`src/rtl/serial_pkg.sv`:
```
// Shared definitions for the serial bit source.
// State encoding and counter width helper.
package serial_pkg;

  localparam logic ST_IDLE  = 1'b0;
  localparam logic ST_SHIFT = 1'b1;

  typedef enum logic {
    S_IDLE  = ST_IDLE,
    S_SHIFT = ST_SHIFT
  } state_t;

  function automatic int cnt_w(input int width);
    return (width < 2) ? 1 : $clog2(width);
  endfunction

endpackage

```
`src/rtl/serial_bit_source_hold.sv`:
```
// One-entry holding register with full flag.
// A write in the same cycle as a read keeps it full.
module word_hold_buf #(
  parameter int WIDTH = 8
) (
  input  logic             clk,
  input  logic             rst,
  input  logic             i_wr,
  input  logic [WIDTH-1:0] i_wr_data,
  input  logic             i_rd,
  output logic             o_full,
  output logic [WIDTH-1:0] o_rd_data
);

  logic             r_full;
  logic [WIDTH-1:0] r_data;

  // Capture a word on write; drop the flag on read-only.
  always_ff @(posedge clk) begin
    if (rst) begin
      r_full <= 1'b0;
      r_data <= '0;
    end else begin
      if (i_wr) begin
        r_data <= i_wr_data;
      end
      if (i_wr) begin
        r_full <= 1'b1;
      end else if (i_rd) begin
        r_full <= 1'b0;
      end
    end
  end

  assign o_full    = r_full;
  assign o_rd_data = r_data;

endmodule

```
`src/rtl/serial_bit_source.sv`:
```
// Parallel-to-serial word source with a one-word hold.
// Back-to-back words leave no idle bit between them.
module serial_bit_source
  import serial_pkg::*;
#(
  parameter int WIDTH      = 8,
  parameter int MSB_FIRST  = 1,
  parameter bit IDLE_LEVEL = 1'b0
) (
  input  logic             clk,
  input  logic             rst,
  input  logic [WIDTH-1:0] in_data,
  input  logic             in_valid,
  output logic             in_ready,
  output logic             ser_out,
  output logic             ser_valid,
  output logic             frame_start,
  output logic             busy
);

  localparam int CNT_W = cnt_w(WIDTH);
  localparam logic [CNT_W-1:0] LAST =
    CNT_W'(WIDTH - 1);

  state_t           r_state;
  logic [CNT_W-1:0] r_cnt;
  logic [WIDTH-1:0] r_sh;
  logic             r_ser;
  logic             r_fs;

  state_t           w_state;
  logic [CNT_W-1:0] w_cnt;
  logic [WIDTH-1:0] w_sh;
  logic             w_ser;
  logic             w_fs;
  logic             w_acc;
  logic             w_wr;
  logic             w_rd;
  logic             w_full;
  logic [WIDTH-1:0] w_hold;
  logic             w_load;
  logic [WIDTH-1:0] w_ld_word;
  logic [WIDTH-1:0] w_shifted;

  function automatic logic first_bit(
    input logic [WIDTH-1:0] d
  );
    return (MSB_FIRST != 0) ? d[WIDTH-1] : d[0];
  endfunction

  function automatic logic [WIDTH-1:0] shift_word(
    input logic [WIDTH-1:0] d
  );
    return (MSB_FIRST != 0) ?
      {d[WIDTH-2:0], 1'b0} :
      {1'b0, d[WIDTH-1:1]};
  endfunction

  assign in_ready  = !w_full && !rst;
  assign w_acc     = in_valid && in_ready;
  assign w_shifted = shift_word(r_sh);

  word_hold_buf #(
    .WIDTH (WIDTH)
  ) u_hold (
    .clk       (clk),
    .rst       (rst),
    .i_wr      (w_wr),
    .i_wr_data (in_data),
    .i_rd      (w_rd),
    .o_full    (w_full),
    .o_rd_data (w_hold)
  );

  // Next state: shift mid-word, else reload from hold/input or idle.
  always_comb begin
    w_state   = r_state;
    w_cnt     = r_cnt;
    w_sh      = r_sh;
    w_ser     = r_ser;
    w_fs      = 1'b0;
    w_wr      = 1'b0;
    w_rd      = 1'b0;
    w_load    = 1'b0;
    w_ld_word = w_hold;
    if (r_state == S_SHIFT && r_cnt != LAST) begin
      w_sh  = w_shifted;
      w_ser = first_bit(w_shifted);
      w_cnt = r_cnt + 1'b1;
      w_wr  = w_acc;
    end else if (w_full) begin
      w_load = 1'b1;
      w_rd   = 1'b1;
      w_wr   = w_acc;
    end else if (w_acc) begin
      w_load    = 1'b1;
      w_ld_word = in_data;
    end else begin
      w_state = S_IDLE;
      w_ser   = IDLE_LEVEL;
    end
    if (w_load) begin
      w_state = S_SHIFT;
      w_cnt   = '0;
      w_sh    = w_ld_word;
      w_ser   = first_bit(w_ld_word);
      w_fs    = 1'b1;
    end
  end

  // State and datapath registers.
  always_ff @(posedge clk) begin
    if (rst) begin
      r_state <= S_IDLE;
      r_cnt   <= '0;
      r_sh    <= '0;
      r_ser   <= IDLE_LEVEL;
      r_fs    <= 1'b0;
    end else begin
      r_state <= w_state;
      r_cnt   <= w_cnt;
      r_sh    <= w_sh;
      r_ser   <= w_ser;
      r_fs    <= w_fs;
    end
  end

  assign ser_out     = r_ser;
  assign ser_valid   = (r_state == S_SHIFT);
  assign frame_start = r_fs;
  assign busy        = (r_state == S_SHIFT) || w_full;

endmodule
```
`config.mk`:
```
export PLATFORM = sky130hd
export DESIGN_NAME = serial_bit_source
export DESIGN_NICKNAME = d
export VERILOG_FILES = /design/src/rtl/serial_pkg.sv /design/src/rtl/serial_bit_source_hold.sv /design/src/rtl/serial_bit_source.sv
export SDC_FILE = /design/constraint.sdc
export NUM_CORES = 1
export LEC_CHECK = 0
export CAP_MARGIN = 20
export CORE_MARGIN = 10
export CORE_UTILIZATION = 58
export CTS_BUF_LIST = sky130_fd_sc_hd__clkbuf_2
export CTS_CLUSTER_DIAMETER = 200
export DETAILED_ROUTE_END_ITERATION = 10
export PLACE_DENSITY = 0.85
export SETUP_SLACK_MARGIN = 0.15
export SLEW_MARGIN = 5
export SYNTH_ARGS = -nofsm -noshare
export SYNTH_HDL_FRONTEND = slang
export SYNTH_SLANG_ARGS = --single-unit
```
`constraint.sdc`:
```
create_clock -name clk -period 2.77 [get_ports clk]
set_input_delay 0.277 -clock clk [delete_from_list [all_inputs] [get_ports clk]]
set_output_delay 0.277 -clock clk [all_outputs]
set_load 0.05 [all_outputs]
```
======== Word level (Yosys, flattened, before mapping) ========
Cells that the tools add are included.
storage, ports and cells
  bits in registers ....................... 22
  latch bits .............................. 0
  memory bits (writable) .................. 0
  memory bits (read-only) ................. 0
  input port bits ......................... 11
  output and inout port bits .............. 5
  logic and storage cells ................. 46
  memories ................................ 0
operators by class
  add/sub/neg operators ................... 1
  multipliers ............................. 0
  div/mod/pow operators ................... 0
  $lt $le $gt $ge ......................... 0
  equality and inequality tests ........... 6
  shift operators ......................... 0
  mux-type cells .......................... 21
  bitwise gates (word level) .............. 0
  reductions and logical operators ........ 11
operators with widths
  kind                                           count
  2-to-1 mux 8 bit                               3
  2-to-1 mux 1 bit                               16
  2-to-1 mux 7 bit                               2
  != test 3 bit, second input constant           2
  != test 2 bit, second input constant           2
  nonzero test 2 bit                             2
  adder 3 x 1 -> 3 bit, second input constant    1
  logical AND 1 bit                              3
  != test 3 x 1 -> 1 bit, second input constant  1
  AND reduction 3 bit                            1
  logical NOT 1 bit                              2
  != test 2 x 1 -> 1 bit, second input constant  1
  AND reduction 2 bit                            1
  OR reduction 2 bit                             1
  logical OR 1 bit                               1

======== Depth between registers and ports, before layout ========
Gate-level depths: netlist (run 1).
  depth after elaboration ................. 8
  mapped depth ............................ 6
  gate-level depth less buffers ........... 5

======== Hierarchy ========
Synthesis (run 1) repeated with hierarchy kept, for this count alone.
second synthesis, totals
  cells, all modules ...................... 106
  area total of the unflattened synthesis .. 1008.5 um^2
modules (own cells, without submodules)
  module             times used  cells an instance  area an instance (um^2)  seq. area each (um^2)
  serial_bit_source  1           76                 686.9                    260.2
  word_hold_buf      1           30                 321.6                    180.2

======== Worst setup path after synthesis (run 1) ========
Ideal clock, no wire load.
  path kind ............................... input-to-output
  from .................................... input rst
  to ...................................... output in_ready
  arrival ................................. 1.298 ns
  data required time ...................... 2.493 ns
  path slack .............................. 1.195 ns
  stages on the path ...................... 3
  path buffers ............................ 2
  cells stage by stage .................... clkbuf_1 -> clkbuf_1 -> nor2_1
between the ends
  cells in the longest elaborated chain, start to end .. 2
RTL lines
  what                line                     text
  start: declaration  serial_bit_source.sv:11  input logic rst,
  logical NOT 1 bit   serial_bit_source.sv:59  assign in_ready = !w_full && !rst;
  logical AND 1 bit   serial_bit_source.sv:59
  end: declaration    serial_bit_source.sv:14  output logic in_ready,
Every way passes these cells.

======== Worst setup path after layout (run 1) ========
  from .................................... register u_hold.r_full, in the netlist u_hold.o_full
  to ...................................... output in_ready
between the ends
  cells in the longest elaborated chain, start to end .. 2
RTL lines
  what                      line                          text
  start: declaration        serial_bit_source_hold.sv:15  logic r_full;
  start signal: assignment  serial_bit_source_hold.sv:21  r_full <= 1'b0;
  start signal: assignment  serial_bit_source_hold.sv:28  r_full <= 1'b1;
  start signal: assignment  serial_bit_source_hold.sv:30  r_full <= 1'b0;
  logical NOT 1 bit         serial_bit_source.sv:59
  logical AND 1 bit         serial_bit_source.sv:59
Every way passes these cells.

==> results.cfg, run 1 <==
[sta]
clock_skew_ns = 0.00616
slew_viol_final = 0
fin_crit_sh = 0.743
finalSetupViolCount = 0
hold_viol_final = 0
post-route-min-period_ns = 2.06
rsz0062_at_grt = no
max_freq_ghz = 0.486
worst_pin_slew_ns = 0.689
finalSetupTns_ns = 0
relSlewSlack = 0.539

[die]
start_util = 0.602
chipWidth_um = 62.1
die-area_um2 = 3860
ios = 16
core_um2 = 1710
die_height_um = 62.1
row_count = 15

[grt]
grt_pass1_wl_um = 3840
grt_max_degree = 21
grt_overflow = 0
globalRouteTotalUtil = 0.115
grt_pass1_vias = 826
antenna_found_initial = 0

[logic_synthesis]
synth_area_leaders = dfxtp_1 43%, nand3_1 8.3%, nand2_1 4.4%
synth_seq_area_share = 0.428
synth_area_per_cell_um2 = 8.87
netlist_area_um2 = 1030
synth_top_area_share = 0.428
ys_ff_latch = 22
ys_types = 31
synth_nets = 129
syn_inst = 116
yosys_warnings = 0
yosys.area.top_type = dfxtp_1

[cells_and_area]
syn_to_final_growth_pct = 14.5
drive_gt1_frac = 0.0873
utilization = 0.689
finish.net_count = 141
diodes = 0
design_area_um2 = 1180

[place]
post-dp-hpwl_um = 1550
port_buffers = 15
place.gp.congestion = 0.796
postPlaceCellArea_um2 = 1160

[critical_path]
ff2ff_setup_slack_ns = 1.08
critPathMaxFanout = 20
worstSetupEndpointType = primary output
reg2regPathDepth = 5
required_ns = 2.49
cp.arrival_ns = 1.78
crit_path_start_kind = flop
critical_path_class = flop to primary output

[job]
cap_viol_max_count = 0

[outcome]
status = completed

[clock_tree]
hold_buffers = 0
clk_pin_slew_ns = 0.18
cts_tree = done
post-cts-setup-buffers = 0
clock_path_buffers = 2
cts_buffers = 3
cts.sinks = 22
clkLatencyLatePin_ns = 0.32
cts_max_level = 1
clockRootBuffer = clkbuf_2
post_cts_resized = 0

[min_path]
holdPathStages = 2
min_path_type = flop to flop

[power]
power_density_nw_per_um2 = 504
p_leak_nw = 0.463
ir_drop_v = 0.000330

[routing]
first_iter_violations = 16
drtPass1Iterations = 4
wirelength_um = 2250
wl_per_cell_um = 14.9
drc_errors = 0
drtAntennaViolNets = 0
via_count = 836
vias_per_cell = 5.54
[cells in the mapped netlist]
master,count
dfxtp_1,22
nand3_1,17
nand2_1,12
nor2_1,8
nor3b_1,6
a2111oi_0,5
a21oi_1,5
nor2b_1,5
nor4_1,5
clkbuf_1,3
nor3_1,3
buf_2,2
buf_4,2
buf_6,2
ha_1,2
nand2b_1,2
a2111oi_4,1
a221oi_1,1
and2b_1,1
and2b_4,1
and3_1,1
and4bb_1,1
buf_1,1
inv_1,1
mux2i_1,1
nand4bb_1,1
nor2_2,1
nor2b_2,1
nor4_2,1
o21ai_1,1
or2_2,1
[final timing paths]
kind	start	endpoint
worst min register to register	u_hold.o_rd_data[4]	u_hold.o_rd_data[4]
worst max-delay path	u_hold.o_full	in_ready
worst min-delay path	u_hold.o_rd_data[4]	u_hold.o_rd_data[4]
worst max register to register	r_cnt[0]	r_sh[6]
[logic make-up (layout without fill, tap and decap cells)]
family                     Yosys count  count (layout)  synth area share
DFF                                 22              22             0.428
muxes                                1               1           0.00973
buffers and inverters               11              21            0.0645
adders and majority gates            2               2            0.0243
and+or+nand+nor                     67              67             0.366
AOI/OAI and AO/OA                   13              13             0.107
[per-stage QoR]
step	hold slack [ns]	std cells	power [mW]	setup slack, ns
finish	0.476	151	0.593	0.711
global route	0.493	151	0.620	0.588
CTS	0.476	151	0.600	0.681
detailed placement	0.454	148	0.480	0.734
global placement	0.443	148	0.476	0.805
floorplan	0.400	116	0.442	1.20
[routing by layer]
layer  GRT usage  vias to the layer above  share of wire  wire [um]
met5           0                        -              0          0
met4      0.0171                        0         0.0027          6
met3      0.0484                        2          0.045        101
met2       0.194                       14           0.51       1140
met1       0.134                      388           0.44        996
li1            -                      432              -          -
[sequential cells by signal (all words and copies together) (netlist names)]
| signal | cells |
|---|---|
| frame_start | 1 |
| ser_out | 1 |
| r_sh | 7 |
| ser_valid | 1 |
| r_cnt | 3 |
| u_hold.o_full | 1 |
| u_hold.o_rd_data | 8 |
[cell usage in the layout, fill, tap and decap left out, drive strengths merged]
cell,synthesis,layout
a2111oi,6,6
clkdlybuf4s50,0,15
a21oi,5,5
or2,1,1
nand4bb,1,1
nor2,9,9
o21ai,1,1
inv,1,1
buf,7,2
nand2b,2,2
clkbuf,3,3
nand3,17,17
ha,2,2
dfxtp,22,22
nor4,6,6
and4bb,1,1
nand2,12,12
and3,1,1
and2b,2,2
nor2b,6,6
nor3b,6,6
nor3,3,3
a221oi,1,1
mux2i,1,1
[final cells by class]
class                      count  area [um^2]
clock buffer                   3         15.0
tap                           25         31.3
sequential                    22          440
fill                         136          531
timing repair buffer          17          165
multi-input combinational     83          522
inverter                       1         3.75
[worst max-delay path, stage by stage, from the launching register on]
cell and delay [ns]:
dfxtp_1 0.35, buf_4 0.20, nor2_1 0.11, clkdlybuf4s50_1 0.80
[where the power goes]
part	total [mW]	switching [mW]	internal, mW
sequential	0.347	0.0105	0.337
clock	0.119	0.0894	0.0295
combinational	0.127	0.0737	0.0531
No activity file was read; power rests on OpenSTA's default activity.
==> run 2: changes to the inputs <==
Settings changed: CORE_ASPECT_RATIO set to 0.7, CORE_UTILIZATION 58 to 54, PLACE_DENSITY 0.85 to 0.8.
Clock period 2.77 ns to 2 ns, I/O delays scaled along.
==> run 2 against run 1 <==
Combinational power rose by 39%; wire length fell by 4.3%; clock power up 38%; die area is 5.7% higher; sequential power is 39% higher; clock skew about the same; count of clock-buffer cells in the layout is the same; cell area increased by 1.2%; critical endpoint is now frame_start.
==> results.cfg, run 2 (same netlist as run 1, synthesis figures left out) <==
[outcome]
status = completed

[routing]
first_iter_violations = 90
drtPass1Iterations = 4
wl_per_cell_um = 14.4
via_count = 836
vias_per_cell = 5.61
wirelength_um = 2150
drtAntennaViolNets = 0
drc_errors = 0

[clock_tree]
cts.sinks = 22
cts_max_level = 1
cts_buffers = 3
post-cts-setup-buffers = 0
clockRootBuffer = clkbuf_2
clock_path_buffers = 2
cts_tree = done
clk_pin_slew_ns = 0.19
clkLatencyLatePin_ns = 0.31

[critical_path]
worstSetupEndpointType = primary output
cp_slowest_cell = clkdlybuf4s50_1
critPathLaunch = frame_start
crit-reg2reg-launch = r_cnt[0]
crit_path_start_kind = flop
critical_path_class = flop to primary output
cp_slowest_stage_delay_ns = 0.79
reg2regPathDepth = 5
path_cells = clkdlybuf4s50_1
required_ns = 1.80
path_depth = 1
cp.arrival_ns = 1.46
critPathMaxFanout = 1
cp_top_family = buffers and inverters
cp_num_buf_inv = 1

[place]
pre_cts_slack_ns = 0.353
dpl.cell_count = 146
place.gp.congestion = 0.778
port_buffers = 15
post-dp-hpwl_um = 1590
postPlaceCellArea_um2 = 1170

[sta]
max_freq_ghz = 0.604
hold_viol_final = 0
post-route-min-period_ns = 1.66
finalSetupTns_ns = 0
rsz0062_at_grt = no
fin_crit_sh = 0.828
setup_slack_ns = 0.343
worst_pin_slew_ns = 0.503
clock_skew_ns = 0.00597
finalSetupViolCount = 0
slew_viol_final = 0
relSlewSlack = 0.664

[cells_and_area]
final_common_cell = dfxtp_1
drive_gt1_frac = 0.110
finish.net_count = 142
syn_to_final_growth_pct = 15.8
largest_register_ffs = 8
final_cell_mix = 22 x dfxtp_1, 17 x nand3_1, 12 x nand2_1, 12 x clkdlybuf4s50_1, 8 x nor2_1
design_area_um2 = 1190
diodes = 0
fin_cells = 149

[die]
die-area_um2 = 4080
chipWidth_um = 72.2
core_um2 = 1840
row_count = 13
die_height_um = 56.5
start_util = 0.560
ios = 16

[min_path]
min_path_type = input pin to flop
min_from = in_data[0]
holdPathStages = 3

[job]
cap_viol_max_count = 0

[grt]
grt_max_degree = 18
grt_pass1_vias = 758
antenna_found_initial = 0
globalRouteTotalUtil = 0.107
grt_pass1_wl_um = 3600
grt_overflow = 0

[power]
power_density_nw_per_um2 = 691
ir_drop_v = 0.000478
p_leak_nw = 0.486
[run 2: cell types whose count changed in the layout (fill, tap and decap cells not counted)]
cell,before,now
buf_4,2,4
clkdlybuf4s50_1,15,12
buf_12,0,1
dlymetal6s2s_1,0,1
[run 2: metrics by stage]
stage	util	hold WS [ns]	power (mW)
after floorplan	-	0.323	0.612
after global placement	0.639	0.443	0.664
after detailed placement	0.639	0.452	0.668
after CTS	0.647	0.431	0.828
after global routing	0.648	0.398	0.866
final	0.648	0.438	0.823
[run 2: area by class of cell]
| type | count | area (um^2) |
|---|---|---|
| Inverter | 1 | 3.75 |
| Multi-Input combinational cell | 83 | 522 |
| Sequential cell | 22 | 440 |
| Clock buffer | 3 | 15.0 |
| Fill cell | 167 | 647 |
| Timing Repair Buffer | 18 | 183 |
| Tap cell | 22 | 27.5 |
[run 2: routing by layer]
layer | up-vias | global-route usage | part of all wire
met5 | - | 0 | 0
met1 | 370 | 0.139 | 0.51
li1 | 439 | - | -
met2 | 25 | 0.159 | 0.44
met4 | 0 | 0.0248 | 0.0037
met3 | 2 | 0.0421 | 0.052
[run 2: tightest hold or removal path, stage by stage]
cell and delay [ns]:
clkdlybuf4s50_1 0.42, nand3_1 0.07, nand2_1 0.04
[run 2: power by group]
group          total, mW  internal (mW)  switching [mW]
sequential         0.483          0.467          0.0159
clock              0.164         0.0409           0.123
combinational      0.176         0.0768          0.0993
total              0.823          0.584           0.238
[run 2: worst paths after layout]
kind                         end  slack (ns)
max                  frame_start        0.34
min          u_hold.o_rd_data[0]        0.44
max reg2reg              r_sh[2]        0.34
min reg2reg  u_hold.o_rd_data[2]        0.47
[run 2: timing repair]
item | in CTS | in global routing
resized for setup | 0 | 1
endpoints found under the setup margin | 0 | 1
hold buffers | 0 | 0
hold endpoints to repair | 0 | 0
